`src/rtl/uart_tx_fifo.sv`:
```
// Byte FIFO feeding a UART transmitter: 8N1 frames by default, 8E1 when
// UART_TX_PARITY_EN is defined (adds an even-parity bit between data and stop).
module uart_tx_fifo #(
  parameter int CLKS_PER_BIT = 868,
  parameter int FIFO_DEPTH   = 8,
  parameter int CNT_W        = 4
) (
  input  logic             clk,
  input  logic             rst_n,
  input  logic [7:0]       in_data,
  input  logic             in_valid,
  output logic             in_ready,
  output logic             tx,
  output logic             busy,
  output logic [CNT_W-1:0] fifo_count,
  output logic             overflow
);

  localparam int PTR_W  = $clog2(FIFO_DEPTH);
  localparam int BAUD_W = $clog2(CLKS_PER_BIT);
  localparam logic [BAUD_W-1:0] BAUD_LAST = BAUD_W'(CLKS_PER_BIT - 1);
  localparam logic [CNT_W-1:0]  CNT_FULL  = CNT_W'(FIFO_DEPTH);

  typedef enum logic [2:0] {
    IDLE,
    START,
    DATA,
`ifdef UART_TX_PARITY_EN
    PARITY,
`endif
    STOP
  } state_t;

  logic [7:0]        mem_q [FIFO_DEPTH];
  logic [PTR_W-1:0]  wr_ptr_q, rd_ptr_q;
  logic [CNT_W-1:0]  count_q, count_d;
  state_t            state_q, state_d;
  logic [BAUD_W-1:0] baud_q, baud_d;
  logic [2:0]        bit_q, bit_d;
  logic [7:0]        shift_q, shift_d;
  logic              tx_q, tx_d;
  logic              overflow_q;
  logic              push, pop, baud_last;
  logic [7:0]        head_data;
`ifdef UART_TX_PARITY_EN
  logic              parity_q, parity_d;
`endif

  assign in_ready   = (count_q != CNT_FULL);
  assign push       = in_valid && in_ready;
  assign head_data  = mem_q[rd_ptr_q];
  assign baud_last  = (baud_q == BAUD_LAST);
  assign count_d    = count_q + CNT_W'(push) - CNT_W'(pop);

  assign tx         = tx_q;
  assign busy       = (state_q != IDLE);
  assign fifo_count = count_q;
  assign overflow   = overflow_q;

  always_ff @(posedge clk) begin
    if (push) begin
      mem_q[wr_ptr_q] <= in_data;
    end
  end

  // tx_d is derived from the next state so the line changes on the same edge as the state.
  always_comb begin
    state_d  = state_q;
    baud_d   = baud_q;
    bit_d    = bit_q;
    shift_d  = shift_q;
    tx_d     = tx_q;
    pop      = 1'b0;
`ifdef UART_TX_PARITY_EN
    parity_d = parity_q;
`endif
    case (state_q)
      IDLE: begin
        tx_d = 1'b1;
        if (count_q != '0) begin
          pop     = 1'b1;
          shift_d = head_data;
          baud_d  = '0;
          state_d = START;
          tx_d    = 1'b0;
`ifdef UART_TX_PARITY_EN
          parity_d = ^head_data;
`endif
        end
      end
      START: begin
        tx_d = 1'b0;
        if (baud_last) begin
          baud_d  = '0;
          bit_d   = 3'd0;
          state_d = DATA;
          tx_d    = shift_q[0];
        end else begin
          baud_d = baud_q + BAUD_W'(1);
        end
      end
      DATA: begin
        tx_d = shift_q[0];
        if (baud_last) begin
          baud_d  = '0;
          shift_d = {1'b0, shift_q[7:1]};
          if (bit_q == 3'd7) begin
`ifdef UART_TX_PARITY_EN
            state_d = PARITY;
            tx_d    = parity_q;
`else
            state_d = STOP;
            tx_d    = 1'b1;
`endif
          end else begin
            bit_d = bit_q + 3'd1;
            tx_d  = shift_q[1];
          end
        end else begin
          baud_d = baud_q + BAUD_W'(1);
        end
      end
`ifdef UART_TX_PARITY_EN
      PARITY: begin
        tx_d = parity_q;
        if (baud_last) begin
          baud_d  = '0;
          state_d = STOP;
          tx_d    = 1'b1;
        end else begin
          baud_d = baud_q + BAUD_W'(1);
        end
      end
`endif
      STOP: begin
        tx_d = 1'b1;
        if (baud_last) begin
          baud_d  = '0;
          state_d = IDLE;
        end else begin
          baud_d = baud_q + BAUD_W'(1);
        end
      end
      default: begin
        state_d = IDLE;
        tx_d    = 1'b1;
      end
    endcase
  end

  always_ff @(posedge clk or negedge rst_n) begin
    if (!rst_n) begin
      wr_ptr_q   <= '0;
      rd_ptr_q   <= '0;
      count_q    <= '0;
      state_q    <= IDLE;
      baud_q     <= '0;
      bit_q      <= 3'd0;
      shift_q    <= 8'h00;
      tx_q       <= 1'b1;
      overflow_q <= 1'b0;
`ifdef UART_TX_PARITY_EN
      parity_q   <= 1'b0;
`endif
    end else begin
      if (push) begin
        wr_ptr_q <= wr_ptr_q + PTR_W'(1);
      end
      if (pop) begin
        rd_ptr_q <= rd_ptr_q + PTR_W'(1);
      end
      count_q    <= count_d;
      state_q    <= state_d;
      baud_q     <= baud_d;
      bit_q      <= bit_d;
      shift_q    <= shift_d;
      tx_q       <= tx_d;
      overflow_q <= in_valid && !in_ready;
`ifdef UART_TX_PARITY_EN
      parity_q   <= parity_d;
`endif
    end
  end

endmodule
```
`config.mk`:
```
export PLATFORM = sky130hd
export DESIGN_NAME = uart_tx_fifo
export DESIGN_NICKNAME = d
export VERILOG_FILES = /design/src/rtl/uart_tx_fifo.sv
export SDC_FILE = /design/constraint.sdc
export NUM_CORES = 1
export LEC_CHECK = 0
export ABC_AREA = 0
export BUFFER_PORTS_ARGS = -buffer_cell sky130_fd_sc_hd__buf_2
export CORE_MARGIN = 4
export CORE_UTILIZATION = 30
export CTS_CLUSTER_DIAMETER = 80
export DETAILED_ROUTE_END_ITERATION = 8
export PLACE_DENSITY = 0.54
export SYNTH_ARGS = -nofsm -noshare
export SYNTH_HDL_FRONTEND = slang
export SYNTH_SLANG_ARGS = --single-unit
```
`constraint.sdc`:
```
create_clock -name clk -period 3.8 [get_ports clk]
set_clock_uncertainty 0.1 [all_clocks]
set_input_delay 0.57 -clock clk [delete_from_list [all_inputs] [get_ports clk]]
set_output_delay 0.57 -clock clk [all_outputs]
set_load 0.02 [all_outputs]
```
==> impl_metrics.yaml, run 1 <==
logic_synthesis:
  netlist_instances: 296
  ys_seq_area_share_pct: 63.35
  synth_fp_nets: 324
  synth-warning-count: 0
  synth_seq_cells: 99
  synth_cell_types: 55
  synth_area_mm2: 0.004418
  synth_edf_count: 64
  avgSynthCellArea_um2: 14.93
  ys_async_sr_fraction_pct: 35.35
  synthFlopType: "edfxtp_1"
timing:
  setup_ws_ns: 1.204
  setup_tns_ns: 0
  holdWs_ns: 0.2087
  final-hold-violation-count: 0
  grt_setup_unrepaired: "false"
  max_freq_ghz: 0.3852
  relSlewSlack_pct: 34.97
  finalCritPeriodShare_pct: 68.31
  setup_viol: 0
  worst_pin_slew_ns: 0.9719
  maxSlewViolCount: 0
  period_needed_ns: 2.596
clock_tree:
  cts_root_buf: "clkbuf_16"
  post_cts_buffers: 0
  hold_buffers: 0
  clkTransAtPathRegs_ns: 0.07
  cts_resized: 0
  clock-sinks: 99
  cts_htree_levels: 3
  cts_made_buffers: 9
  clk_latency_ns: 0.35
  cts_tree: "yes"
  clock_path_buffers: 2
floorplanning:
  dieArea_mm2: 0.01673
  start_util_pct: 30.51
  io-pin-count: 19
  row_count: 44
  die_h_um: 129.4
  core_region_area_mm2: 0.01448
  die_w_um: 129.4
cells_and_area:
  design_area_mm2: 0.005001
  drive_gt1_share_pct: 22.29
  layout_commonest_cell: "edfxtp_1"
  area_growth_pct: 13.20
  nNetsFinal: 346
  diodes: 0
  final_cell_mix: "edfxtp_1 (64), dfrtp_1 (34), buf_2 (18)"
detailed_routing:
  drtIter0Drc: 165
  via_count: 2431
  route.detailed.drc: 0
  via_per_inst: 4.795
  ant_nets: 0
  totalWireLength_mm: 8.317
  avgRoutedWirePerCell_um: 16.40
  drtPass1Iterations: 4
placed_design:
  globalplace.congestion: 0.7603
  port_buffers: 18
  dpl-instance-area_mm2: 0.004712
  detailed_place_hpwl_mm: 5.390
  pre_cts_slack_ns: 1.158
setup_path:
  crit_type: "reg2reg"
  crit_path_end_kind: "flip-flop"
  crit_arrival_ns: 2.73
  critical_path.slowest_cell: "dfrtp_1"
  slowest_delay_ns: 0.43
  cp.required_ns: 3.94
  path_delay_family: "adder cells"
  worstPathCellList: "inv_1 > ha_1 > inv_1 > a21oi_1 > ha_1 > inv_1 > ha_1 > inv_1 > fa_1 > xnor2_1"
  start_kind: "flip-flop"
  timing.critical_path.mode_cell: "inv_1"
  path_buf_inv: 4
  cp_max_fo: 9
global_route:
  antenna_found_initial: 0
  met3_usage_pct: 3.050
  track_usage_pct: 11.07
  grt_busiest_layer: "met2"
  grt_overflow: 0
  grt_max_degree: 36
  grt_use_met2_pct: 18.35
  use_met1_pct: 13.67
  grt_pass1_vias: 2578
  grt_pass1_wl_mm: 14.00
pwr:
  ir_drop_mv: 0.3469
  leakagePower_uw: 0.001884
  total_power_uw: 2637
  power_density_mw_per_mm2: 527.4
hold_path:
  holdCritPathClass: "in2async"
outcome:
  status: "finished clean"
flow_run:
  cap_violations: 0
-- cell families after synthesis --
logic type / after synthesis / share of synthesized area [%]
multiplexers: 34 / 12.32
buffers and inverters: 24 / 2.464
flip-flops: 99 / 63.35
adder cells (fa/ha/maj): 17 / 4.984
AND/OR/NAND/NOR: 71 / 8.780
AO/OA/AOI/OAI: 45 / 6.910
XOR/XNOR: 6 / 1.189
-- cell usage after synthesis, types with 2 or more instances --
library cell   n  area (µm²)
inv_1         11       41.29
ha_1          16       200.2
nand3_1       10       50.05
nor3_1         5       25.02
xor2_1         2       17.52
and3_1         3       18.77
or2_2          3       18.77
a21o_1         2       15.01
nor2b_1        4       25.02
nand2b_1       2       12.51
a21oi_1        3       15.01
nand2_1       16       60.06
nand4_1        2       12.51
o211ai_1       2       15.01
mux2_2        10       112.6
nand4b_1       2       17.52
a31oi_1        5       31.28
clkbuf_1       3       11.26
mux2_1         3       33.78
nand3b_1       2       15.01
xnor2_1        4       35.03
edfxtp_1      64        1922
o21ai_0       15       75.07
dfrtp_1       34       850.8
buf_2          6       30.03
nor2_1        14       52.55
mux4_2        15       337.8
o21ai_1        2       10.01
mux2i_1        6       60.06
a22o_1         4       35.03
o31ai_1        2       15.01
-- final cells by class --
type,count,area [µm²]
Clock inverter,7,63.81
Clock buffer,9,225.2
Sequential cell,99,2799
Inverter,12,45.04
Timing Repair Buffer,23,127.6
Fill cell,1387,9478
Tap cell,184,230.2
Multi-Input combinational cell,173,1510
-- worst register-to-register path, delay by kind of cell (launching register included) --
kind            cells  cell delay [ns]
fa+ha+maj           4             1.17
flops               1             0.43
buf+inv             4             0.32
compound gates      1             0.31
xor+xnor            1             0.14
-- worst paths after layout --
kind	slack, ns	endpoint	cells past startpoint	from
max in group asynchronous	2.88	baud_q[8]	1	rst_n
max reg2reg	1.20	fifo_count[2]	10	state_q[0]
min reg2reg	0.41	shift_q[2]	2	shift_q[2]
max	1.20	fifo_count[2]	10	state_q[0]
min in group clk	0.39	mem_q[0][3]	1	in_data[3]
min	0.21	baud_q[7]	1	rst_n
-- per-stage QoR --
step,utilization [%],std cells
floorplan,-,296
CTS,34.54,507
finish,34.54,507
detailed placement,32.54,491
global route,34.54,507
global placement,32.54,491
-- registers in the layout, indices dropped and copies added, names as in the netlist --
signal      flops
bit_q           3
shift_q         8
overflow        1
rd_ptr_q        3
tx              1
wr_ptr_q        3
mem_q          64
state_q         2
fifo_count      4
baud_q         10
-- metal layers --
layer / share of wire (%) / wire length [µm]
met2: 49 / 4075
met4: 1.8 / 148
met1: 46 / 3820
met3: 3.3 / 272
met5: 0 / 0
-- power breakdown --
group / total [µW] / internal [µW] / switching [µW]
logic: 403 / 160 / 243
registers: 1360 / 1300 / 59.7
clock network: 874 / 455 / 419
total: 2640 / 1920 / 721
Power figures use the tool's default switching activity.
==> inputs of run 2 (changes only) <==
==> constraint.sdc (replaced) <==
create_clock -name clk -period 2.5 [get_ports clk]
set_clock_uncertainty 0.1 [all_clocks]
set_input_delay 0.375 -clock clk [delete_from_list [all_inputs] [get_ports clk]]
set_output_delay 0.375 -clock clk [all_outputs]
set_load 0.02 [all_outputs]
==> run 2 against run 1 <==
Against the previous run:
- worst setup slack worse by 1.1 ns
- critical path depth unchanged
- die area unchanged
- register-to-register slack worse by 1.1 ns
- core utilization up 0.79 points
- power up 54%
- via count up 1.4%
- flip-flop and latch count unchanged
- fmax up 8.4%
- combinational power up 71%
- routed wire length up 3.2%
- sequential power up 52%
- critical endpoint unchanged
- highest routed layer unchanged
==> impl_metrics.yaml, run 2 (synthesis results as in run 1) <==
outcome:
  status: "finished clean"
timing:
  relSlewSlack_pct: 34.71
  final-hold-violation-count: 0
  period_needed_ns: 2.396
  maxSlewViolCount: 0
  finalCritPeriodShare_pct: 95.82
  setup_viol: 0
  setup_tns_ns: 0
  worst_pin_slew_ns: 0.9757
  max_freq_ghz: 0.4174
  grt_setup_unrepaired: "false"
detailed_routing:
  route.detailed.drc: 0
  ant_nets: 0
  avgRoutedWirePerCell_um: 16.60
  drtIter0Drc: 149
  drtPass1Iterations: 4
  via_per_inst: 4.768
  via_count: 2465
  totalWireLength_mm: 8.580
cells_and_area:
  largest_reg_flops: 64
  drive_gt1_share_pct: 26.43
  layout_commonest_cell: "edfxtp_1"
  reg.largest.list: "mem_q: 64 flops, baud_q: 10 flops, shift_q: 8 flops"
  layout.cells.non_filler: 517
  nNetsFinal: 356
  final_cell_mix: "edfxtp_1 (64), dfrtp_1 (34), buf_2 (18)"
  fillers: 1378
  area_growth_pct: 15.77
  finish.utilization_pct: 35.33
  seqCellArea_mm2: 0.002799
  regMostFlops: "mem_q"
  diodes: 0
  multi_input_area_mm2: 0.001540
placed_design:
  globalplace.congestion: 0.7756
  dp_cells: 501
  detailed_place_hpwl_mm: 5.673
  port_buffers: 18
setup_path:
  r2r_setup_slack_ns: 0.10
  cp.required_ns: 2.63
  cp_max_fo: 4
  start_kind: "flip-flop"
  rr_startpoint: "fifo_count[2]"
  worstReg2RegEnd: "fifo_count[2]"
  crit_type: "reg2reg"
  crit_arrival_ns: 2.52
  reg2reg_depth: 10
  crit_path_end_kind: "flip-flop"
clock_tree:
  clock-sinks: 99
  cts_made_buffers: 9
  cts_root_buf: "clkbuf_16"
  cts_tree: "yes"
  clock_path_buffers: 2
  clkTransAtPathRegs_ns: 0.07
  cts_htree_levels: 3
  clk_latency_ns: 0.34
floorplanning:
  dieArea_mm2: 0.01673
  die_w_um: 129.4
  start_util_pct: 30.51
  io-pin-count: 19
  row_count: 44
  die_h_um: 129.4
  core_region_area_mm2: 0.01448
global_route:
  grt_pass1_vias: 2598
  grt_pass1_wl_mm: 13.92
  track_usage_pct: 10.99
  grt_max_degree: 36
  grt_overflow: 0
  antenna_found_initial: 0
pwr:
  power_density_mw_per_mm2: 796.2
  leakagePower_uw: 0.001952
  ir_drop_mv: 0.5103
hold_path:
  holdCritPathClass: "in2async"
flow_run:
  cap_violations: 0
run 2: cell types whose count changed in the layout (fill, tap and decap cells not counted), sizes merged:
| cell | change |
|---|---|
| buf | +10 |
| clkinvlp | -2 |
| inv | +2 |
run 2: area by class of cell:
cell class                      instances  share of cell area, %
Sequential cell                        99                  54.72
Multi-Input combinational cell        173                  30.11
Tap cell                              184                  4.501
Clock buffer                            9                  4.403
Timing Repair Buffer                   33                  4.207
Clock inverter                          7                  1.174
Inverter                               12                 0.8806
run 2: metrics by stage:
step | instance area [µm²] | total power (µW) | setup slack, ns | hold WS [ns]
floorplan | 4429 | 2508 | 0.05486 | -0.02059
global placement | 4811 | 2760 | 0.1320 | 0.3945
detailed placement | 4811 | 2795 | 0.08058 | 0.3978
CTS | 5096 | 4137 | 0.06029 | 0.06128
global route | 5115 | 4292 | 0.002518 | 0.09259
finish | 5115 | 4072 | 0.1044 | 0.03126
run 2: repair_timing:
| item | CTS | global route |
|---|---|---|
| setup buffers | 0 | 0 |
| resized for setup | 0 | 5 |
| hold buffers | 0 | 0 |
| setup endpoints to repair | 0 | 5 |
run 2: where the power goes:
part	switching [µW]	internal (µW)
clock network	622	696
logic	409	279
registers	90.0	1980
run 2: worst max-delay path, stage by stage (launching register included):
cell	delay [ns]
dfrtp_1	0.38
inv_2	0.07
ha_1	0.16
or3b_4	0.40
nand2_2	0.11
ha_2	0.27
inv_1	0.05
ha_1	0.15
inv_1	0.05
fa_1	0.38
xnor2_1	0.14
run 2: per-layer routing:
layer | part of all wire, % | vias to the layer above | GRT usage [%]
met5 | 0 | - | 0
met4 | 1.2 | 0 | 2.965
met3 | 3.2 | 7 | 3.092
met2 | 49 | 28 | 18.54
met1 | 47 | 1237 | 13.94
li1 | - | 1193 | -
run 2: worst max path at each step:
| stage | startpoint | to | slack (ns) | cells past startpoint |
|---|---|---|---|---|
| 3_3_place_gp | fifo_count[2] | fifo_count[2] | 0.13 | 10 |
| 2_1_floorplan | fifo_count[2] | fifo_count[2] | 0.05 | 10 |
| 3_5_place_dp | fifo_count[2] | fifo_count[2] | 0.08 | 10 |
| 6_report | fifo_count[2] | fifo_count[2] | 0.10 | 10 |
| 4_1_cts | fifo_count[2] | fifo_count[2] | 0.06 | 10 |
| 5_1_grt | fifo_count[2] | fifo_count[2] | 0.003 | 10 |
==> inputs of run 3 (changes only) <==
==> constraint.sdc (replaced) <==
create_clock -name clk -period 3 [get_ports clk]
set_clock_uncertainty 0.1 [all_clocks]
set_input_delay 0.45 -clock clk [delete_from_list [all_inputs] [get_ports clk]]
set_output_delay 0.45 -clock clk [all_outputs]
set_load 0.02 [all_outputs]
==> run 3 against run 2 <==
Against the previous run:
- final area fell by 0.56%
- critical path depth did not move
- flip-flop and latch count did not move
- power fell by 13%
- sequential power fell by 16%
- register-to-register slack improved by 0.34 ns
- critical path type unchanged
- clock power barely moved
- highest routed layer unchanged
- largest power group unchanged
==> impl_metrics.yaml, run 3 (synthesis results as in run 1) <==
outcome:
  status: "finished clean"
hold_path:
  holdCritPathClass: "in2async"
clock_tree:
  cts_htree_levels: 3
  clk_latency_ns: 0.35
  post_cts_buffers: 0
  cts_made_buffers: 9
  clock-sinks: 99
  clkTransAtPathRegs_ns: 0.07
  hold_buffers: 0
  cts_resized: 0
  clock_path_buffers: 2
  cts_tree: "yes"
  cts_root_buf: "clkbuf_16"
placed_design:
  dpl-instance-area_mm2: 0.004750
  globalplace.congestion: 0.7683
  dp_cells: 496
  port_buffers: 18
  detailed_place_hpwl_mm: 5.625
  pre_cts_slack_ns: 0.4541
timing:
  setup_viol: 0
  holdWs_ns: 0.09710
  period_needed_ns: 2.558
  grt_setup_unrepaired: "false"
  finalCritPeriodShare_pct: 85.25
  max_freq_ghz: 0.3910
  relSlewSlack_pct: 23.04
  maxSlewViolCount: 0
  worst_pin_slew_ns: 1.149
  setup_tns_ns: 0
  setup_ws_ns: 0.4425
  final-hold-violation-count: 0
floorplanning:
  dieArea_mm2: 0.01673
  die_h_um: 129.4
  die_w_um: 129.4
  io-pin-count: 19
  start_util_pct: 30.51
  core_region_area_mm2: 0.01448
  row_count: 44
global_route:
  grt_overflow: 0
  track_usage_pct: 11.04
  grt_max_degree: 36
  antenna_found_initial: 0
  grt_pass1_wl_mm: 13.88
  grt_pass1_vias: 2544
detailed_routing:
  route.detailed.drc: 0
  totalWireLength_mm: 8.438
  avgRoutedWirePerCell_um: 16.48
  drtPass1Iterations: 4
  via_count: 2490
  ant_nets: 0
  drtIter0Drc: 223
  via_per_inst: 4.863
cells_and_area:
  nNetsFinal: 351
  largest_reg_flops: 64
  layout_commonest_cell: "edfxtp_1"
  fillers: 1386
  design_area_mm2: 0.005086
  regMostFlops: "mem_q"
  drive_gt1_share_pct: 23.78
  layout.cells.non_filler: 512
  reg.largest.list: "mem_q: 64 flops, baud_q: 10 flops, shift_q: 8 flops"
  final_cell_mix: "edfxtp_1 (64), dfrtp_1 (34), buf_2 (18)"
  diodes: 0
  area_growth_pct: 15.12
pwr:
  power_density_mw_per_mm2: 698.1
  ir_drop_mv: 0.4708
  leakagePower_uw: 0.001944
setup_path:
  crit_path_end_kind: "flip-flop"
  crit_type: "reg2reg"
  cp_max_fo: 4
  crit_arrival_ns: 2.73
  cp.required_ns: 3.17
  start_kind: "flip-flop"
  r2r_setup_slack_ns: 0.44
flow_run:
  cap_violations: 0
run 3: cell count changes in the layout (fill, tap and decap cells not counted), sizes merged:
cell / previous run / this run
buf: 33 / 28
clkinv: 3 / 0
bufinv: 0 / 2
inv: 16 / 17
run 3: area by class of cell:
type                    instances  area [µm²]  area share (%)
flip-flops and latches         99        2799           55.03
multi-input cells             173        1510           29.69
well taps                     184       230.2           4.526
clock buffers                   9       225.2           4.428
repair buffers                 28       165.2           3.247
clock inverters                 7       111.4           2.189
inverters                      12       45.04          0.8856
run 3: path summary, 6_finish.rpt:
path	start	end	depth (start not counted)
setup / recovery	fifo_count[2]	fifo_count[3]	10
setup reg to reg	fifo_count[2]	fifo_count[3]	10
hold reg to reg	shift_q[2]	shift_q[2]	2
hold / removal	rst_n	baud_q[7]	1
max in group asynchronous	rst_n	shift_q[3]	1
min in group clk	in_data[6]	mem_q[6][6]	1
run 3: where the power goes:
part / switching [µW] / total [µW] / internal [µW]
sequential: 80.3 / 1730 / 1650
clock: 547 / 1300 / 755
combinational: 313 / 523 / 210
total: 940 / 3550 / 2610
run 3: critical path, stage by stage, from the launching register on:
cell and delay (ns):
dfrtp_1 0.38, inv_1 0.12, ha_1 0.18, or3b_2 0.48, nand2_1 0.16, ha_1 0.21, inv_1 0.05, ha_1 0.26
a21o_1 0.18, a21oi_1 0.18, xor2_1 0.18
run 3: metal layers:
layer	part of all wire (%)	vias to the layer above	wire, µm	GRT usage (%)
li1	-	1184	-	-
met1	45	1278	3783	13.02
met2	51	20	4290	19.05
met3	2.8	8	237	3.298
met4	1.5	0	127	4.077
met5	0	-	0	0
run 3: stage by stage:
stage               utilization (%)  power, µW
finish                        35.13       3551
global route                  35.13       3728
CTS                           35.13       3608
detailed placement            32.80       2293
global placement              32.80       2269
floorplan                         -       2079
